===== config.mk =====
export PLATFORM = sky130hd
export DESIGN_NAME = uart_cmd_ctrl
export DESIGN_NICKNAME = d
export VERILOG_FILES = /design/src/rtl/uart_cmd_ctrl.sv
export SDC_FILE = /design/constraint.sdc
export NUM_CORES = 1
export LEC_CHECK = 0
export CAP_MARGIN = 20
export CORE_UTILIZATION = 45
export DETAILED_ROUTE_END_ITERATION = 10
export DONT_BUFFER_PORTS = 1
export PLACE_DENSITY = 0.64
export SYNTH_ARGS = -nofsm -noshare
export SYNTH_HDL_FRONTEND = slang
export SYNTH_SLANG_ARGS = --single-unit

===== constraint.sdc =====
create_clock -name clk -period 2.3 [get_ports clk]
set_input_delay 0.345 -clock clk [delete_from_list [all_inputs] [get_ports clk]]
set_output_delay 0.345 -clock clk [all_outputs]
set_load 0.1 [all_outputs]

===== src/rtl/uart_cmd_ctrl.sv =====
// uart_cmd_ctrl: framed UART command sequencer driving the register file and ALU.
// Commands (first byte in IDLE): AA addr,data = write; BB addr = read;
// CC A,B,fun = load reg0/reg1 then run ALU; DD fun = run ALU on current regs.
// Ports:
//   clk, reset_n                      clock, asynchronous active-low reset
//   rx_data_in / rx_valid_in          received byte and its 1-cycle valid
//   rf_rd_data_in / rf_rd_valid_in    register-file read return
//   alu_out_in / alu_valid_in         ALU result return (2*DATA_WIDTH)
//   tx_busy_in                        transmitter busy
//   rf_addr_out, rf_wr_en_out, rf_rd_en_out, rf_wr_data_out   register-file access
//   alu_fun_out, alu_en_out           ALU function and start strobe
//   tx_data_out / tx_valid_out        byte to transmit and its 1-cycle valid
module uart_cmd_ctrl #(
  parameter int DATA_WIDTH = 8,
  parameter int ADDR_WIDTH = 4,
  parameter int FUN_WIDTH  = 4
) (
  input  logic                    clk,
  input  logic                    reset_n,
  input  logic [DATA_WIDTH-1:0]   rx_data_in,
  input  logic                    rx_valid_in,
  input  logic [DATA_WIDTH-1:0]   rf_rd_data_in,
  input  logic                    rf_rd_valid_in,
  input  logic [2*DATA_WIDTH-1:0] alu_out_in,
  input  logic                    alu_valid_in,
  input  logic                    tx_busy_in,
  output logic [ADDR_WIDTH-1:0]   rf_addr_out,
  output logic                    rf_wr_en_out,
  output logic                    rf_rd_en_out,
  output logic [DATA_WIDTH-1:0]   rf_wr_data_out,
  output logic [FUN_WIDTH-1:0]    alu_fun_out,
  output logic                    alu_en_out,
  output logic [DATA_WIDTH-1:0]   tx_data_out,
  output logic                    tx_valid_out
);
  localparam logic [DATA_WIDTH-1:0] CMD_WR  = DATA_WIDTH'(8'hAA);
  localparam logic [DATA_WIDTH-1:0] CMD_RD  = DATA_WIDTH'(8'hBB);
  localparam logic [DATA_WIDTH-1:0] CMD_ALU = DATA_WIDTH'(8'hCC);
  localparam logic [DATA_WIDTH-1:0] CMD_FUN = DATA_WIDTH'(8'hDD);
  typedef enum logic [3:0] {
    IDLE, WR_ADDR, WR_DATA, RD_ADDR, RD_WAIT, OP_A, OP_B, ALU_FUN, ALU_WAIT, TX_LO, TX_HI
  } state_e;
  state_e                  state_q, state_d;
  logic [ADDR_WIDTH-1:0]   addr_q, addr_d;
  logic [2*DATA_WIDTH-1:0] res_q, res_d;
  logic                    is_alu_q, is_alu_d;
  logic                    seen_q, seen_d;
  logic [ADDR_WIDTH-1:0]   rf_addr_q, rf_addr_d;
  logic                    rf_wr_en_q, rf_wr_en_d;
  logic                    rf_rd_en_q, rf_rd_en_d;
  logic [DATA_WIDTH-1:0]   rf_wr_data_q, rf_wr_data_d;
  logic [FUN_WIDTH-1:0]    alu_fun_q, alu_fun_d;
  logic                    alu_en_q, alu_en_d;
  logic [DATA_WIDTH-1:0]   tx_data_q, tx_data_d;
  logic                    tx_valid_q, tx_valid_d;
  always_comb begin
    state_d      = state_q;
    addr_d       = addr_q;
    res_d        = res_q;
    is_alu_d     = is_alu_q;
    seen_d       = seen_q;
    rf_addr_d    = rf_addr_q;
    rf_wr_en_d   = 1'b0;
    rf_rd_en_d   = 1'b0;
    rf_wr_data_d = rf_wr_data_q;
    alu_fun_d    = alu_fun_q;
    alu_en_d     = 1'b0;
    tx_data_d    = tx_data_q;
    tx_valid_d   = 1'b0;
    case (state_q)
      IDLE:
        if (rx_valid_in)
          state_d = rx_data_in == CMD_WR  ? WR_ADDR :
                    rx_data_in == CMD_RD  ? RD_ADDR :
                    rx_data_in == CMD_ALU ? OP_A    :
                    rx_data_in == CMD_FUN ? ALU_FUN : IDLE;
      WR_ADDR:
        if (rx_valid_in) begin
          addr_d  = rx_data_in[ADDR_WIDTH-1:0];
          state_d = WR_DATA;
        end
      WR_DATA:
        if (rx_valid_in) begin
          rf_wr_en_d   = 1'b1;
          rf_addr_d    = addr_q;
          rf_wr_data_d = rx_data_in;
          state_d      = IDLE;
        end
      RD_ADDR:
        if (rx_valid_in) begin
          rf_rd_en_d = 1'b1;
          rf_addr_d  = rx_data_in[ADDR_WIDTH-1:0];
          state_d    = RD_WAIT;
        end
      RD_WAIT:
        if (rf_rd_valid_in) begin
          res_d    = {{DATA_WIDTH{1'b0}}, rf_rd_data_in};
          is_alu_d = 1'b0;
          state_d  = TX_LO;
        end
      OP_A:
        if (rx_valid_in) begin
          rf_wr_en_d   = 1'b1;
          rf_addr_d    = ADDR_WIDTH'(0);
          rf_wr_data_d = rx_data_in;
          state_d      = OP_B;
        end
      OP_B:
        if (rx_valid_in) begin
          rf_wr_en_d   = 1'b1;
          rf_addr_d    = ADDR_WIDTH'(1);
          rf_wr_data_d = rx_data_in;
          state_d      = ALU_FUN;
        end
      ALU_FUN:
        if (rx_valid_in) begin
          alu_fun_d = rx_data_in[FUN_WIDTH-1:0];
          alu_en_d  = 1'b1;
          state_d   = ALU_WAIT;
        end
      ALU_WAIT:
        if (alu_valid_in) begin
          res_d    = alu_out_in;
          is_alu_d = 1'b1;
          state_d  = TX_LO;
        end
      TX_LO:
        if (!tx_busy_in) begin
          tx_valid_d = 1'b1;
          tx_data_d  = res_q[DATA_WIDTH-1:0];
          seen_d     = 1'b0;
          state_d    = is_alu_q ? TX_HI : IDLE;
        end
      // High byte waits for the transmitter to take the low byte (busy rises) and finish it (busy falls).
      TX_HI:
        if (tx_busy_in) seen_d = 1'b1;
        else if (seen_q) begin
          tx_valid_d = 1'b1;
          tx_data_d  = res_q[2*DATA_WIDTH-1:DATA_WIDTH];
          state_d    = IDLE;
        end
      default: state_d = IDLE;
    endcase
  end
  always_ff @(posedge clk or negedge reset_n) begin
    if (!reset_n) begin
      state_q        <= IDLE;
      addr_q         <= '0;
      res_q          <= '0;
      is_alu_q       <= 1'b0;
      seen_q         <= 1'b0;
      rf_addr_q      <= '0;
      rf_wr_en_q     <= 1'b0;
      rf_rd_en_q     <= 1'b0;
      rf_wr_data_q   <= '0;
      alu_fun_q      <= '0;
      alu_en_q       <= 1'b0;
      tx_data_q      <= '0;
      tx_valid_q     <= 1'b0;
    end else begin
      state_q        <= state_d;
      addr_q         <= addr_d;
      res_q          <= res_d;
      is_alu_q       <= is_alu_d;
      seen_q         <= seen_d;
      rf_addr_q      <= rf_addr_d;
      rf_wr_en_q     <= rf_wr_en_d;
      rf_rd_en_q     <= rf_rd_en_d;
      rf_wr_data_q   <= rf_wr_data_d;
      alu_fun_q      <= alu_fun_d;
      alu_en_q       <= alu_en_d;
      tx_data_q      <= tx_data_d;
      tx_valid_q     <= tx_valid_d;
    end
  end
  assign rf_addr_out    = rf_addr_q;
  assign rf_wr_en_out   = rf_wr_en_q;
  assign rf_rd_en_out   = rf_rd_en_q;
  assign rf_wr_data_out = rf_wr_data_q;
  assign alu_fun_out    = alu_fun_q;
  assign alu_en_out     = alu_en_q;
  assign tx_data_out    = tx_data_q;
  assign tx_valid_out   = tx_valid_q;
endmodule


Word level (Yosys, flattened, before mapping)
Index checks and enable logic that the tools add are counted.
{ "totals": {"register_bits": 54, "input_bits": 38, "output_inout_bits": 28, "word_cells": 96} }
{ "classes": {"eq_ne": 27, "n_mux": 43, "n_reduce_logical": 13} }
{ "op_table": {"columns": ["cell", "count"], "rows": [
  ["$mux 4", 16],
  ["$pmux 4 s11", 1],
  ["$eq 8x8->1 const B", 4],
  ["$mux 16", 2],
  ["$pmux 16 s2", 1],
  ["$ne 2x2->1 const B", 13],
  ["$mux 8", 3],
  ["$eq 4x3->1 const B", 4],
  ["$pmux 4 s4", 1],
  ["$pmux 8 s2", 1],
  ["$eq 4x4->1 const B", 3],
  ["$mux 3", 4],
  ["$reduce_and 12->1", 1],
  ["$mux 1", 11],
  ["$eq 4x2->1 const B", 2],
  ["$pmux 1 s2", 3],
  ["$reduce_and 2->1", 3],
  ["$reduce_and 3->1", 2],
  ["$reduce_and 5->1", 1],
  ["$eq 4x1->1 const B", 1],
  ["$logic_not 4->1", 1],
  ["$reduce_and 4->1", 1],
  ["$reduce_bool 2->1", 2],
  ["$reduce_bool 4->1", 1],
  ["$reduce_or 3->1", 1]
]} }

Longest topological paths before layout
{ "depth": {"word_depth": 7, "mapped_depth": 7, "depth_no_buf": 4} }

Worst setup path before layout
OpenSTA, ideal clock, no wires.
{ "synth_path": {"path_type": "register to register", "start": "register state_q[1]", "end": "register rf_wr_data_q[3], in the netlist rf_wr_data_out[3]", "setup_time_ns": 0.125, "arrival_ns": 1.448, "required_time_ns": 2.175, "setup_slack_ns": 0.727, "stages_incl_launch_ff": 6, "path_buffers": 2, "synth_period_minus_slack_ns": 1.573, "path_cell_list": "dfrtp_1 > buf_4 > nand3b_1 > a21oi_2 > buf_4 > mux2_2"} }
{ "synth_between": {"elab_chain_len": 3, "elab_cells_between_ends": 5, "classes_between": "eq/ne (3); reduce/logical (2)"} }
{ "synth_rtl": {"columns": ["item", "line", "text"], "rows": [
  ["start, declared", "43", "state_e state_q, state_d;"],
  ["start signal, assigned", "161", "state_q <= state_d;"],
  ["$eq 4x3->1 / $eq 4x2->1 (equally long branches)", "70", "case (state_q)"],
  ["$reduce_or 3->1 (no source line) (*)", null, null],
  ["$reduce_and 2->1 (no source line) (*)", null, null],
  ["end signal, assigned", "169", "rf_wr_data_q <= rf_wr_data_d;"],
  ["end, declared", "51", "logic [DATA_WIDTH-1:0] rf_wr_data_q, rf_wr_data_d;"]
]} }
Every way passes the cells marked *; elsewhere a longest branch is shown, timed or not.
A chain may end at the register's enable or synchronous reset.

Final worst setup path
{ "layout_path": {"start": "register state_q[2]", "end": "register res_q[9]"} }
{ "layout_between": {"elab_chain_len": 3, "elab_cells_between_ends": 7, "classes_between": "eq/ne (4); mux (1); reduce/logical (2)"} }
{ "layout_rtl": {"columns": ["item", "line", "text"], "rows": [
  ["$eq 4x4->1 / $eq 4x3->1 (equally long branches)", "70", null],
  ["$ne 2x2->1 (no source line) / $reduce_bool 2->1 (equally long branches)", null, null],
  ["$reduce_and 3->1 (no source line)", null, null],
  ["end signal, assigned", "163", "res_q <= res_d;"],
  ["end, declared", "45", "logic [2*DATA_WIDTH-1:0] res_q, res_d;"]
]} }
Parallel ways exist; a longest one is shown, timed or not.

==> impl_metrics.toml <==
[cells_and_area]
layout.cells.most_common = "sky130_fd_sc_hd__dfrtp_1"
antenna-diode-count = 0
final_cell_count_no_fill = 317
final_core_util_pct = 52.68
fraction_of_final_layout_cells_with_drive_strength_greater_than_1_pct = 22.45
seqCellArea_sq_um = 1351
finish.net_count = 282
fillers = 503
synthToLayoutAreaGrowth_pct = 11.29
multi_input_combinational_cell_area_sq_um = 1186
layout_common_cells = "sky130_fd_sc_hd__dfrtp_1, sky130_fd_sc_hd__buf_4, sky130_fd_sc_hd__mux2_2"

[floorplanning]
ios = 66
placeableCoreArea_sq_um = 5574
floorplan.initialDensity_pct = 47.34
floorplan.die.height_microns = 78.58
floorplan.rows = 27
design.die.area_sq_um = 6174
die_w_microns = 78.58

[sta]
setup_viol = 0
timing.final.hold_violations = 0
hold-worst-slack_ps = 169.8
timing.final.crit_share_pct = 83.46
worst-slew-pin-transition_ps = 910.9
finalMaxSlewViolations = 0
relSlewSlack_pct = 39.28
post-route-min-period_ps = 1920
max_clock_freq_ghz = 0.5209
grt_setup_unrepaired = "no"
aggregate_negative_setup_slack_ps = 0
skew_ps = 1.942

[clocking]
cts_setup_buffers = 0
cts_resized = 0
tritoncts.num_buffers = 5
cts_tree = "done"
h-tree-depth = 2
tritoncts_num_sinks = 54
cts_hold_buffers = 2
clkTransAtPathRegs_ps = 90
insertion_delay_ps = 300
cell_at_the_root_of_the_clock_tree = "sky130_fd_sc_hd__clkbuf_8"
cts-root-to-sink-buffers = 2

[hold_path]
hold-path-cell-count = 1
timing.hold.worst.start = "alu_out_in[14]"
whs_endpoint = "res_q[14]"
hold_class = "primary input to flop"

[detailed_routing]
postRouteAntennaNets = 0
via_count = 1787
detail_route.first_pass.iterations = 4
drc = 0
drt_iter0_drc = 151
wl_mm = 5.203
drt-vias-per-instance = 5.637
average_wire_per_cell_in_the_routed_design_microns = 16.41

[placement]
hpwl_mm = 3.672
numPortBuffers = 0
gp_congestion = 0.7769
placed_instances = 307

[grt]
grt_usage_pct = 18.54
largest_net_degree_at_the_start_of_global_routing = 55
first_global_vias = 1780
number_of_antenna_violations_at_the_first_check_in_global_routing = 0
overflow = 0
grt_pass1_wl_mm = 8.790

[synth]
syn_nets = 266
postSynthCellCount = 228
yosys_register_bits = 54
yosysUniqueCellTypes = 48
synth_enable_flop_cells = 0
synth_ff_type = "sky130_fd_sc_hd__dfrtp_1"
postSynthAreaPerCell_sq_um = 11.57
async_flop_share_pct = 100.0
synth_sequential_area_ratio_pct = 51.21
ys_warnings = 0
mapped_cell_area_sq_um = 2639

[worst_setup_path]
setup.worst_path.class = "flop to flop"
reg2reg_setup_slack_ps = 380
worstRegToRegCells = 3
cp-end-kind = "flop"
timing.critical_path.from = "state_q[2]"
arrival_ps = 2110
path_max_fanout = 25
critical_path_required_ps = 2490
regToRegEndpoint = "res_q[9]"
worst_setup_path_start_kind = "flop"
reg2reg_from = "state_q[2]"

[run]
max_cap_viol_count = 0

[run_status]
outcome = "completed"
-- worst max path at each step --
stage / endpoint / slack [ps]
after floorplan: rf_wr_data_out[3] / 730
after global placement: res_q[14] / 430
after detailed placement: res_q[11] / 410
after CTS: res_q[11] / 390
after global routing: state_q[2] / 250
final: res_q[9] / 380
-- cell type report --
class / count / area share (%)
sequential: 54 / 46.02
multi-input combinational: 158 / 40.39
timing repair buffer: 23 / 6.647
tap: 72 / 3.068
clock buffer: 7 / 2.599
clock inverter: 1 / 1.023
inverter: 2 / 0.2556
-- synth_stat cells (2+ instances only) --
library cell               count  share of area [%]
sky130_fd_sc_hd__a21o_1        2               0.57
sky130_fd_sc_hd__a21oi_1      13                2.5
sky130_fd_sc_hd__a22o_1        9                3.0
sky130_fd_sc_hd__a31oi_1       5                1.2
sky130_fd_sc_hd__and2_1        2               0.47
sky130_fd_sc_hd__and3_1        3               0.71
sky130_fd_sc_hd__buf_2         6                1.1
sky130_fd_sc_hd__buf_4         5                1.4
sky130_fd_sc_hd__buf_6         2               0.85
sky130_fd_sc_hd__dfrtp_1      54                 51
sky130_fd_sc_hd__inv_1         2               0.28
sky130_fd_sc_hd__mux2_2       17                7.3
sky130_fd_sc_hd__mux2_4        2                1.1
sky130_fd_sc_hd__mux2i_1      16                6.1
sky130_fd_sc_hd__nand2_1      14                2.0
sky130_fd_sc_hd__nand2b_1      4               0.95
sky130_fd_sc_hd__nand3b_1      4                1.1
sky130_fd_sc_hd__nand4_1       2               0.47
sky130_fd_sc_hd__nor2_1       11                1.6
sky130_fd_sc_hd__nor2b_1       4               0.95
sky130_fd_sc_hd__nor3_1        4               0.76
sky130_fd_sc_hd__nor4bb_1      2               0.76
sky130_fd_sc_hd__o211ai_1      3               0.85
sky130_fd_sc_hd__o21ai_0       9                1.7
sky130_fd_sc_hd__o21ai_1       8                1.5
sky130_fd_sc_hd__o31ai_1       2               0.57
sky130_fd_sc_hd__xnor2_1       2               0.66
-- per-stage QoR --
step | setup WS (ps) | cell area [sq um]
after floorplan | 726.9 | 2639
after global placement | 429.6 | 2793
after detailed placement | 411.6 | 2793
after CTS | 387.7 | 2937
after global routing | 253.5 | 2937
final | 380.3 | 2937
-- flip-flops by register name, indices dropped and copies added, names as in the netlist, 4 cells and up --
name / cells
res_q: 16
state_q: 4
tx_data_out: 8
rf_addr_out: 4
rf_wr_data_out: 8
addr_q: 4
alu_fun_out: 4
-- worst max-delay path, cell delays in order (launching register included) --
cell	delay, ps
sky130_fd_sc_hd__dfrtp_1	600
sky130_fd_sc_hd__nand3b_1	260
sky130_fd_sc_hd__a211o_1	600
sky130_fd_sc_hd__a22o_1	350
-- routing by layer --
layer | vias up | GRT usage [%] | routed length [microns]
li1 | 860 | - | -
met1 | 883 | 23.85 | 2267
met2 | 41 | 30.87 | 2625
met3 | 3 | 5.116 | 274
met4 | 0 | 4.444 | 36
met5 | - | 0 | 0
-- cell families after synthesis --
| family | count (synthesis) | synth area share, % |
|---|---|---|
| xor+xnor | 3 | 0.9959 |
| simple gates | 59 | 13.99 |
| buf+inv | 16 | 3.841 |
| compound gates | 61 | 15.51 |
| mux | 35 | 14.46 |
| flops | 54 | 51.21 |
Power is not shown: default switching activity piles up to over one toggle a cycle in this logic, so the estimate is an artifact.
